### src/rtl/shiftleds_mode_ctrl.sv
// Front-panel controller producing the shiftleds config word from three debounced buttons.
// Optional run-transition counter (o_run_cnt) is built when SHIFTLEDS_CTRL_STATS_EN is defined.
module shiftleds_mode_ctrl #(
  parameter int unsigned NB_SW       = 4,
  parameter int unsigned NB_SEL      = 2,
  parameter int unsigned NB_DB       = 5,
  parameter int unsigned DB_CYCLES   = 16,
  parameter int unsigned NB_STEP     = 14,
  parameter int unsigned STEP_CYCLES = 10000
) (
  input  logic             clock,
  input  logic             i_reset,
  input  logic             i_btn_run,
  input  logic             i_btn_speed,
  input  logic             i_btn_mode,
  input  logic             i_auto,
  output logic [NB_SW-1:0] o_sw,
  output logic [1:0]       o_state
`ifdef SHIFTLEDS_CTRL_STATS_EN
  ,
  output logic [7:0]       o_run_cnt
`endif
);

  localparam int unsigned NB_BTN    = 3;
  localparam int unsigned BTN_RUN   = 0;
  localparam int unsigned BTN_SPEED = 1;
  localparam int unsigned BTN_MODE  = 2;

  localparam logic [NB_DB-1:0]   DB_LAST   = NB_DB'(DB_CYCLES - 1);
  localparam logic [NB_STEP-1:0] STEP_LAST = NB_STEP'(STEP_CYCLES - 1);

  typedef enum logic [1:0] {
    ST_IDLE    = 2'b00,
    ST_RUN     = 2'b01,
    ST_PAUSE   = 2'b10,
    ST_ILLEGAL = 2'b11
  } state_e;

  // Button synchronise + debounce
  logic [NB_BTN-1:0]            btn_raw;
  logic [NB_BTN-1:0]            sync1_q, sync2_q;
  logic [NB_BTN-1:0]            stable_q, stable_d;
  logic [NB_BTN-1:0][NB_DB-1:0] db_cnt_q, db_cnt_d;
  logic [NB_BTN-1:0]            press_c;

  assign btn_raw = {i_btn_mode, i_btn_speed, i_btn_run};

  always_comb begin
    stable_d = stable_q;
    db_cnt_d = '0;
    for (int b = 0; b < int'(NB_BTN); b++) begin
      if (sync2_q[b] != stable_q[b]) begin
        if (db_cnt_q[b] == DB_LAST) begin
          stable_d[b] = sync2_q[b];
        end else begin
          db_cnt_d[b] = db_cnt_q[b] + NB_DB'(1);
        end
      end
    end
  end

  // Pulse in the cycle the stable value rises, so the FSM reacts on the accepting edge
  assign press_c = stable_d & ~stable_q;

  always_ff @(posedge clock or negedge i_reset) begin
    if (!i_reset) begin
      sync1_q  <= '0;
      sync2_q  <= '0;
      stable_q <= '0;
      db_cnt_q <= '0;
    end else begin
      sync1_q  <= btn_raw;
      sync2_q  <= sync1_q;
      stable_q <= stable_d;
      db_cnt_q <= db_cnt_d;
    end
  end

  // Mode FSM and config fields
  state_e              state_q, state_d;
  logic [NB_SEL-1:0]   sel_q, sel_d;
  logic                mode_q, mode_d;
  logic                en_q, en_d;
  logic [NB_STEP-1:0]  timer_q, timer_d;
  logic                soft_clr_c;
  logic                counting_c;
  logic                step_tick_c;
`ifdef SHIFTLEDS_CTRL_STATS_EN
  logic [7:0]          run_cnt_q, run_cnt_d;
`endif

  assign soft_clr_c  = press_c[BTN_SPEED] & press_c[BTN_MODE];
  assign counting_c  = (state_q == ST_RUN) && i_auto;
  assign step_tick_c = counting_c && (timer_q == STEP_LAST);

  always_comb begin
    state_d = state_q;
    sel_d   = sel_q;
    mode_d  = mode_q;
    timer_d = '0;
    en_d    = 1'b0;
`ifdef SHIFTLEDS_CTRL_STATS_EN
    run_cnt_d = run_cnt_q;
`endif

    case (state_q)
      ST_IDLE:  if (press_c[BTN_RUN]) state_d = ST_RUN;
      ST_RUN:   if (press_c[BTN_RUN]) state_d = ST_PAUSE;
      ST_PAUSE: if (press_c[BTN_RUN]) state_d = ST_RUN;
      default:  state_d = ST_IDLE;
    endcase

    if (state_q == ST_ILLEGAL) begin
      sel_d  = '0;
      mode_d = 1'b0;
    end else begin
      // Manual press and timer terminal together still yield a single step
      if (press_c[BTN_SPEED] || step_tick_c) sel_d = sel_q + NB_SEL'(1);
      if (press_c[BTN_MODE]) mode_d = ~mode_q;
      if (counting_c && !step_tick_c && !press_c[BTN_SPEED] && (state_d == state_q)) begin
        timer_d = timer_q + NB_STEP'(1);
      end
    end

    if (soft_clr_c) begin
      state_d = ST_IDLE;
      sel_d   = '0;
      mode_d  = 1'b0;
      timer_d = '0;
    end

    en_d = (state_d == ST_RUN);

`ifdef SHIFTLEDS_CTRL_STATS_EN
    if (soft_clr_c) begin
      run_cnt_d = '0;
    end else if ((state_q != ST_RUN) && (state_d == ST_RUN) && (run_cnt_q != 8'hFF)) begin
      run_cnt_d = run_cnt_q + 8'd1;
    end
`endif
  end

  always_ff @(posedge clock or negedge i_reset) begin
    if (!i_reset) begin
      state_q <= ST_IDLE;
      sel_q   <= '0;
      mode_q  <= 1'b0;
      en_q    <= 1'b0;
      timer_q <= '0;
    end else begin
      state_q <= state_d;
      sel_q   <= sel_d;
      mode_q  <= mode_d;
      en_q    <= en_d;
      timer_q <= timer_d;
    end
  end

`ifdef SHIFTLEDS_CTRL_STATS_EN
  always_ff @(posedge clock or negedge i_reset) begin
    if (!i_reset) begin
      run_cnt_q <= '0;
    end else begin
      run_cnt_q <= run_cnt_d;
    end
  end

  assign o_run_cnt = run_cnt_q;
`endif

  assign o_sw    = {mode_q, sel_q, en_q};
  assign o_state = state_q;

endmodule

### config.mk
export PLATFORM = sky130hd
export DESIGN_NAME = shiftleds_mode_ctrl
export DESIGN_NICKNAME = d
export VERILOG_FILES = /design/src/rtl/shiftleds_mode_ctrl.sv
export SDC_FILE = /design/constraint.sdc
export NUM_CORES = 1
export LEC_CHECK = 0
export BUFFER_PORTS_ARGS = -buffer_cell sky130_fd_sc_hd__buf_2
export CORE_MARGIN = 5
export CORE_UTILIZATION = 40
export CTS_CLUSTER_DIAMETER = 30
export DETAILED_ROUTE_END_ITERATION = 8
export PLACE_DENSITY = 0.6
export SLEW_MARGIN = 20
export SYNTH_ARGS = -nofsm -noshare
export SYNTH_HDL_FRONTEND = slang
export SYNTH_SLANG_ARGS = --single-unit
export TNS_END_PERCENT = 10
### constraint.sdc
create_clock -name clock -period 1.7 [get_ports clock]
set_input_delay 0.17 -clock clock [delete_from_list [all_inputs] [get_ports clock]]
set_output_delay 0.17 -clock clock [all_outputs]
set_load 0.02 [all_outputs]
==> flow_summary.json <==
{
  "status": "finished, violations left",
  "yosys_warnings": 0,
  "yosys_register_bits": 44,
  "dr_total_vias": 1369,
  "die_height_um": 79.23,
  "powerDensity_nw_per_um2": 795.6,
  "antenna_found_initial": 0,
  "grt_max_degree": 24,
  "slowest_stage": "or4bb_4",
  "grt_pass1_vias": 1358,
  "whs_endpoint": "sync2_q[2]",
  "core_um2": 4692,
  "port_buffers": 11,
  "tightest_slew_ns": 0.5418,
  "min_period_over_period_pct": 107.3,
  "synth_seq_area_share_pct": 57.44,
  "violations": "setup timing",
  "drv_slew": 0,
  "p_int_w": 0.001542,
  "crit_path_max_incr_delay_ns": 0.55,
  "rows": 25,
  "finalNetCount": 227,
  "gr-usage-all-layers_pct": 12.34,
  "fin_total_pwr_w": 0.001933,
  "drc": 0,
  "drtIter0Drc": 52,
  "grt_pass1_wl_um": 5975,
  "maxSlewHeadroom_pct": 63.88,
  "floorplan.die_area_um2": 6277,
  "end_kind": "flop",
  "worst_r2r_path_depth": 4,
  "finalHoldViolations": 0,
  "die_w_um": 79.23,
  "setup-violations-final": 16,
  "drive_gt1_share_pct": 29.17,
  "syn_to_final_growth_pct": 26.76,
  "dp_cells": 254,
  "overflow": 0,
  "wire_per_inst_um": 12.91,
  "finClkSkew_ns": 0.01039,
  "cp_max_fo": 3,
  "instances_no_fill": 270,
  "setup_ws_ns": -0.1233,
  "power.leakage_nw": 1.142,
  "setup.worst_path.class": "flop to flop",
  "required_ns": 1.89,
  "r2r-end": "sel_q[0]",
  "final_area_um2": 2430,
  "hold_start": "sync1_q[2]",
  "cp.arrival_ns": 2.01,
  "clock_sinks": 44,
  "max_freq_mhz": 548.5,
  "cap_violations": 0,
  "clk_pin_slew_ns": 0.08,
  "power.net_switching_w": 0.0003916,
  "start_util_pct": 40.85,
  "via_per_inst": 5.070,
  "routabilityCongestion": 0.7827,
  "syn-cell-area_um2": 1917,
  "diodes": 0,
  "syn_inst": 168,
  "numCtsBuffers": 5,
  "clock_latency_ns": 0.29,
  "cts_tree": "yes",
  "r2r_start": "timer_q[11]",
  "switching_share_pct": 20.26,
  "pwr-share-comb_pct": 5.0,
  "hp-class": "flop to flop",
  "p_seq_share_pct": 56.3,
  "hpwl_um": 2528,
  "pre_cts_ws_ns": -0.1320,
  "io_pins": 12,
  "clock_path_buffers": 2,
  "worstPathCellList": "or4bb_4 > nor4_4 > a221o_2 > mux2_4",
  "syn-num-nets": 178,
  "ff2ff_setup_slack_ns": -0.12,
  "synth.avg_cell_area_um2": 11.41,
  "rsz0062_at_grt": "yes",
  "cts_root_buf": "clkbuf_8",
  "worstHoldPathCells": 0,
  "place_area_um2": 2230,
  "irDropWorstVdd_mv": 0.3281,
  "firstDrtPassIters": 4,
  "synthDistinctLibCells": 34,
  "postRouteAntennaNets": 0,
  "fin_crit_ns": 1.823,
  "drt-total-wl_um": 3487,
  "crit_path_start_kind": "flop",
  "p_clk_share_pct": 38.6,
  "htree_levels": 2
}
metrics by stage:
stage	TNS, ns	utilization, %	hold slack (ns)
2_1_floorplan	-1.008	-	-0.1256
3_3_place_gp	-0.5358	47.52	0.1716
3_5_place_dp	-1.137	47.52	0.1887
4_1_cts	-0.9889	51.47	0.3589
5_1_grt	-2.347	51.79	0.3719
6_report	-0.8560	51.79	0.3552
metal layers:
metal / GRT usage [%] / routed length (um) / vias to the layer above
met1: 13.77 / 1462 / 677
met3: 4.535 / 170 / 6
li1: - / - / 667
met4: 4.983 / 58 / 0
met5: 0 / 0 / -
met2: 21.21 / 1796 / 19
repair_timing:
action,CTS,global route
setup buffers,4,2
pin swaps,9,3
setup endpoints to repair,16,19
hold buffers,4,0
endpoints found under the hold margin,24,0
resized for setup,3,0
cell usage in the layout (no fill, tap or decap), types with 3 or more instances in the layout:
master,count
dfrtp_1,44
buf_4,29
nor2_1,28
nand3_1,11
buf_2,11
xnor2_1,10
xor2_1,10
nand2_1,7
inv_1,5
a21oi_1,5
clkbuf_8,5
mux2_2,4
and3_1,4
dlygate4sd3_1,4
o21ai_0,3
nor3b_1,3
ha_1,3
cells by family after synthesis:
kind of cell / count (synthesis) / synth area share (%)
XOR/XNOR: 20 / 9.138
buffers and inverters: 9 / 2.611
adder cells (fa/ha/maj): 4 / 2.611
AND/OR/NAND/NOR: 72 / 20.43
AO/OA/AOI/OAI: 13 / 4.308
flip-flops: 44 / 57.44
multiplexers: 6 / 3.459
how the worst max path moves through the flow:
stage                      startpoint  endpoint  slack [ns]  cells after the start
final                     timer_q[11]  sel_q[0]       -0.12                      4
after global routing      timer_q[11]  sel_q[0]       -0.19                      4
after CTS                  timer_q[5]  sel_q[0]       -0.11                      4
after detailed placement  timer_q[12]  sel_q[0]       -0.13                      4
after global placement    timer_q[12]  sel_q[0]       -0.10                      4
after floorplan           timer_q[12]  sel_q[0]        -0.1                      4
worst max-delay path, delay by kind of cell (launching register included):
| family | cells | cell delay, ns |
|---|---|---|
| AOI/OAI and AO/OA | 1 | 0.23 |
| DFF | 1 | 0.38 |
| muxes | 1 | 0.30 |
| and+or+nand+nor | 2 | 0.82 |
cell type report:
cell class,count,area (um2)
repair buffers,46,344.1
well taps,54,67.56
fillers,418,2262
inverters,5,18.77
clock inverters,1,30.03
clock buffers,5,68.82
multi-input cells,115,799.5
flip-flops and latches,44,1101
synth_stat cells:
cell type	count	area (um2)
and4_1	1	8.760
or4_1	1	7.510
nor2_1	28	105.1
nor3b_1	4	30.03
or4b_1	1	10.01
nor4b_2	1	15.01
a221o_2	1	11.26
nand3_1	12	60.06
o21ai_0	3	15.01
nor4_2	1	12.51
nor2b_1	3	18.77
mux2i_1	1	10.01
inv_1	5	18.77
a311oi_1	1	8.760
and2_1	2	12.51
and3_1	4	25.02
nand4_1	1	6.260
or4bb_2	1	12.51
o21ai_1	1	5.000
buf_4	2	15.01
a21oi_1	5	25.02
xnor2_1	10	87.58
ha_1	4	50.05
nand4b_1	2	17.52
nand2_1	7	26.28
mux2_2	5	56.30
buf_6	1	11.26
a22o_1	2	17.52
dfrtp_1	44	1101
buf_2	1	5.000
nor3_1	1	5.000
nand2b_1	1	6.260
nor3b_2	1	12.51
xor2_1	10	87.58
state kept, by name, summed over array words and instances, names as in the netlist:
signal and count:
en_q 1, timer_q 14, mode_q 1, sync1_q 3, stable_q 3, db_cnt_q 15, sel_q 2, o_state 2
sync2_q 3
power by group through the flow:
stage	clock [W]	sequential, W	combinational [W]
after floorplan	0	0.00111	0.0000379
after CTS	0.000769	0.00109	0.000101
after detailed placement	0	0.00111	0.0000934
after global placement	0	0.00111	0.0000877
after global routing	0.000821	0.00109	0.000114
final	0.000746	0.00109	0.0000976
Power figures use the tool's default switching activity.
